`config.mk`:
```
export PLATFORM = sky130hd
export DESIGN_NAME = bin_to_bcd_converter
export DESIGN_NICKNAME = d
export VERILOG_FILES = /design/src/rtl/led_display_pkg.sv /design/src/rtl/bcd_digit_adjust.sv /design/src/rtl/bin_to_bcd_converter.sv
export SDC_FILE = /design/constraint.sdc
export NUM_CORES = 1
export LEC_CHECK = 0
export CAP_MARGIN = 20
export CORE_UTILIZATION = 48
export DETAILED_ROUTE_END_ITERATION = 8
export PLACE_DENSITY = 0.75
export SYNTH_ARGS = -nofsm -noshare
export SYNTH_HDL_FRONTEND = slang
export SYNTH_SLANG_ARGS = --single-unit
export TNS_END_PERCENT = 30
```
`constraint.sdc`:
```
create_clock -name clk -period 1.6 [get_ports clk]
set_input_delay 0.24 -clock clk [delete_from_list [all_inputs] [get_ports clk]]
set_output_delay 0.24 -clock clk [all_outputs]
set_load 0.01 [all_outputs]
```
`src/rtl/led_display_pkg.sv`:
```
// Shared types and constants for the LED display datapath.
// Used by the binary-to-BCD converter and its digit adjust cells.
package led_display_pkg;

  typedef enum logic {
    IDLE,
    SHIFT
  } conv_state_t;

  localparam logic [3:0] BCD_ADJUST_THRESHOLD = 4'd5;
  localparam logic [3:0] BCD_ADJUST_ADD       = 4'd3;
  localparam logic [3:0] BCD_DIGIT_MAX        = 4'h9;

endpackage

```
`src/rtl/bcd_digit_adjust.sv`:
```
// One BCD digit of the shift-and-add-3 step: digits of 5 or more get +3
// so that the following left shift carries correctly into the next digit.
import led_display_pkg::*;

module bcd_digit_adjust (
  input  logic [3:0] digit,
  output logic [3:0] adjusted
);

  assign adjusted = (digit >= BCD_ADJUST_THRESHOLD) ? (digit + BCD_ADJUST_ADD) : digit;

endmodule

```
`src/rtl/bin_to_bcd_converter.sv`:
```
// Sequential binary-to-BCD converter, one bit per clock, feeding the 7-segment driver.
// Optional macro LEADING_ZERO_BLANK_EN blanks leading zero digits in digit_enable_mask.
import led_display_pkg::*;

module bin_to_bcd_converter #(
  parameter int BIN_WIDTH     = 20,
  parameter int WIDTH_NIBBLES = 6
) (
  input  logic                       clk,
  input  logic                       reset,
  input  logic [BIN_WIDTH-1:0]       bin_data,
  input  logic                       bin_valid,
  output logic                       bin_ready,
  output logic [WIDTH_NIBBLES*4-1:0] bcd_data,
  output logic [WIDTH_NIBBLES-1:0]   digit_enable_mask,
  output logic                       bcd_valid,
  output logic                       overflow
);

  localparam int BCD_W = WIDTH_NIBBLES * 4;
  localparam int CNT_W = $clog2(BIN_WIDTH + 1);
  localparam logic [CNT_W-1:0] LAST_SHIFT = CNT_W'(BIN_WIDTH - 1);
  localparam logic [BCD_W-1:0] SATURATED  = {WIDTH_NIBBLES{BCD_DIGIT_MAX}};
`ifdef LEADING_ZERO_BLANK_EN
  localparam logic [WIDTH_NIBBLES-1:0] MASK_RESET = WIDTH_NIBBLES'(1);
`else
  localparam logic [WIDTH_NIBBLES-1:0] MASK_RESET = '1;
`endif

  conv_state_t              state;
  logic [BIN_WIDTH-1:0]     bin_sr;
  logic [BCD_W-1:0]         acc;
  logic [BCD_W-1:0]         acc_adj;
  logic [BCD_W-1:0]         acc_next;
  logic                     sticky;
  logic                     sticky_next;
  logic [CNT_W-1:0]         cnt;
  logic [WIDTH_NIBBLES-1:0] mask_next;

  for (genvar g = 0; g < WIDTH_NIBBLES; g++) begin : g_adj
    bcd_digit_adjust u_adj (
      .digit   (acc[4*g +: 4]),
      .adjusted(acc_adj[4*g +: 4])
    );
  end

  // The bit leaving the top digit after adjustment means the value no longer fits.
  assign acc_next    = {acc_adj[BCD_W-2:0], bin_sr[BIN_WIDTH-1]};
  assign sticky_next = sticky | acc_adj[BCD_W-1];

`ifdef LEADING_ZERO_BLANK_EN
  always_comb begin
    logic seen;
    seen      = 1'b0;
    mask_next = '0;
    for (int i = WIDTH_NIBBLES - 1; i >= 0; i--) begin
      seen         = seen | (acc_next[4*i +: 4] != 4'd0);
      mask_next[i] = seen;
    end
    mask_next[0] = 1'b1;
    if (sticky_next) begin
      mask_next = '1;
    end
  end
`else
  assign mask_next = '1;
`endif

  always_ff @(posedge clk) begin
    if (reset) begin
      state             <= IDLE;
      bin_ready         <= 1'b1;
      bin_sr            <= '0;
      acc               <= '0;
      sticky            <= 1'b0;
      cnt               <= '0;
      bcd_data          <= '0;
      digit_enable_mask <= MASK_RESET;
      bcd_valid         <= 1'b0;
      overflow          <= 1'b0;
    end else begin
      bcd_valid <= 1'b0;
      case (state)
        IDLE: begin
          if (bin_valid) begin
            state     <= SHIFT;
            bin_ready <= 1'b0;
            bin_sr    <= bin_data;
            acc       <= '0;
            sticky    <= 1'b0;
            cnt       <= '0;
          end
        end
        SHIFT: begin
          acc    <= acc_next;
          bin_sr <= {bin_sr[BIN_WIDTH-2:0], 1'b0};
          sticky <= sticky_next;
          cnt    <= cnt + CNT_W'(1);
          // Final shift: publish the result and hand the input back.
          if (cnt == LAST_SHIFT) begin
            state             <= IDLE;
            bin_ready         <= 1'b1;
            bcd_data          <= sticky_next ? SATURATED : acc_next;
            overflow          <= sticky_next;
            digit_enable_mask <= mask_next;
            bcd_valid         <= 1'b1;
          end
        end
        default: begin
          state     <= IDLE;
          bin_ready <= 1'b1;
        end
      endcase
    end
  end

endmodule

```
==> results.ini <==
[worst_setup_path]
critPathMaxStageDelay_ps = 380
critPathKind = reg -> reg
cp-start-kind = flip-flop
crit_chain = inv_4, ha_4, nor2b_4, nor3_4, a211oi_4, buf_4, nand3_1, a22o_1
arrival_ps = 1930
cp_slowest_cell = dfxtp_4
setup.worst_path.end_class = flip-flop
crit_required_ps = 1860
crit_fanout = 5
path_buf_inv = 2
critPathTopFamily = compound AO/OA/AOI/OAI gates

[route]
drc = 0
via_per_inst = 5.36
firstDrtPassIters = 5
drtIter0Drc = 130
vias = 3123
postRouteAntennaNets = 0
wl_um = 7970
wl_per_cell_um = 13.7

[sta]
rsz0062_at_grt = true
worst_pin_slew_ps = 512
fin_crit_ps = 1670
finalCritPeriodShare_pct = 104
max_slew_margin_pct = 65.8
finalWorstSetupSlack_ps = -69.1
drv_slew = 0
hold_viol = 0
clock_skew_ps = 9.85
setup_violations = 17
fmaxAchievable_ghz = 0.599

[final_layout]
finalNonFillerCells = 583
fillCellCount = 622
final_util_pct = 64.5
finish.instance_area_mm2 = 0.00468
syn_to_final_growth_pct = 30.4
fin_nets = 515
insertedDiodeCount = 0
drive_gt1_share_pct = 16.5

[die]
start_util_pct = 49.5
die_y_um = 88.5
core_area_mm2 = 0.00725
die_width_um = 88.5
rows = 31
pin_count = 56
dieArea_mm2 = 0.00782

[synth]
ys_types = 40
synth_flop_cell = dfxtp_1
synth_top_family_by_area = simple AND/OR/NAND/NOR gates
synth_area_leader_cell = dfxtp_1
synth-edff-count = 0
syn-instance-count = 415
synth_mux_area_share_pct = 7.74
synth_area_mm2 = 0.00359
async_flop_share_pct = 0
yosys_warnings = 0
seq_area_frac_synth_pct = 43.5
synth_xor_area_share_pct = 1.71
synth_area_leaders = dfxtp_1 (44%), nor2_1 (6.7%), a21oi_1 (6.4%)
synth-seq-cells = 78
yosys.area.top_type_share_pct = 43.5
synth-compound-area-share_pct = 17.0
yosys.area_share.adder_pct = 4.53
postSynthAreaPerCell_um2 = 8.64
yosys.area_share.simple_pct = 19.3

[clock_network]
cts_tree = done
ctsLongestPathBuffers = 2
clock_latency_ps = 360
cts_buffers = 9
htree_num_levels = 3
cts.sinks = 78
path_clk_slew_ps = 80
root_buffer = clkbuf_8

[outcome]
violations = setup timing
outcome = finished with violations

[power_and_ir_drop]
power_mw = 3.94
ir_worst_vdd_mv = 0.558
pwr_density_cell_mw_per_mm2 = 842
p_leak_nw = 1.84

[job]
cap_violations = 0

[grt]
grt_max_degree = 51
grt_antenna_before_repair = 0
grtUsageTotal_pct = 22.1
overflow = 0
grt_pass1_wl_um = 13100
grt_pass1_vias = 2877

[placement]
gp_congestion = 0.827
place_area_mm2 = 0.00428
io_buffers = 49
dp.cells = 561
dp_hpwl_um = 5560

[hold_path]
hold_path.class = reg -> reg

-- sequential cells by signal, indices dropped and copies added, names as in the netlist --
name	count
state	1
bin_ready	1
bin_sr	20
bcd_data	24
sticky	1
cnt	5
acc	24
overflow	1
bcd_valid	1
-- power by group --
group | internal [mW] | switching, mW
clock | 0.923 | 0.703
combinational | 0.145 | 0.169
sequential | 1.98 | 0.0229
total | 3.05 | 0.895
-- worst reg2reg max path, stage by stage (launching register included) --
cell and delay (ps):
dfxtp_4 380, inv_4 70, ha_4 130, nor2b_4 180
nor3_4 60, a211oi_4 310, buf_4 200, nand3_1 60
a22o_1 190
-- cells by family (layout without fill, tap and decap cells) --
logic type | count (synthesis) | in the layout
xor+xnor | 7 | 7
fa+ha+maj | 13 | 13
other cells | 1 | 6
buf+inv | 46 | 110
mux | 27 | 27
flops | 78 | 78
simple gates | 147 | 147
compound gates | 96 | 96
-- worst paths after layout --
check                           startpoint           to  slack, ps  depth (start not counted)
worst min-delay path             bin_ready    bin_ready        450                          2
worst max-delay path               acc[20]  bcd_data[7]        -70                          8
worst min register to register   bin_ready    bin_ready        450                          2
worst max register to register     acc[20]  bcd_data[7]        -70                          8
-- cell type report --
class	instances	area, um2	area share [%]
multi-input combinational	296	1930	41.2
sequential	78	1570	33.7
clock inverter	3	67.6	1.44
timing repair buffer	79	773	16.5
tap	99	124	2.65
inverter	15	61.3	1.31
clock buffer	13	149	3.18
-- synth_stat cells (2+ instances only) --
library cell,instances
a211oi_1,3
a21oi_1,46
a22o_1,15
a32o_1,6
buf_1,4
buf_2,10
buf_4,7
clkbuf_1,9
dfxtp_1,78
ha_1,13
inv_1,14
mux2_2,6
mux2i_1,21
nand2_1,31
nand2b_1,11
nand3_1,10
nor2_1,64
nor2b_1,2
nor3_1,4
nor3b_1,14
o21ai_0,18
or3_1,5
xnor2_1,7
-- cells in the final DEF (no fill, tap or decap), types with 2 or more instances in the layout --
cell type	count
clkdlybuf4s50_1	49
o21ai_0	12
inv_1	12
clkbuf_8	10
a21oi_2	5
or3_1	5
dfxtp_2	7
conb_1	6
bufinv_16	2
ha_1	11
inv_4	2
o21ai_1	6
nor3b_1	12
ha_4	2
xnor2_1	7
nand2_2	2
nor3_1	4
nand3_1	10
buf_12	4
a32o_1	6
mux2_2	5
a211oi_1	2
a21oi_1	41
clkbuf_1	3
a22o_1	15
nand2b_1	11
mux2i_1	21
buf_6	2
nor3b_2	2
nand2_1	29
dfxtp_1	70
nor2_1	64
buf_4	24
-- layer usage --
layer  vias up  part of all wire [%]  GRT usage, %  wire length (um)
met5         -                     0             0                 0
met4         0                   3.1          12.8               250
met3        20                   5.0          5.04               400
met2        80                    49          36.8              3910
met1      1472                    43          26.1              3410
li1       1551                     -             -                 -
-- per-stage QoR --
stage	setup TNS, ps	worst slack [ps]	hold slack [ps]
after floorplan	0	7.03	435
after global placement	-172	-29.5	434
after detailed placement	-1040	-112	441
after CTS	-428	-44.2	451
after global routing	-1720	-124	474
final	-649	-69.1	445
-- timing repair --
action                                  CTS  global route
pin swaps                                11            11
gates resized for setup                  18            22
endpoints found under the setup margin   23            35
hold buffers                              0             0
buffers inserted                          6             1
No activity file was read; power rests on OpenSTA's default activity.
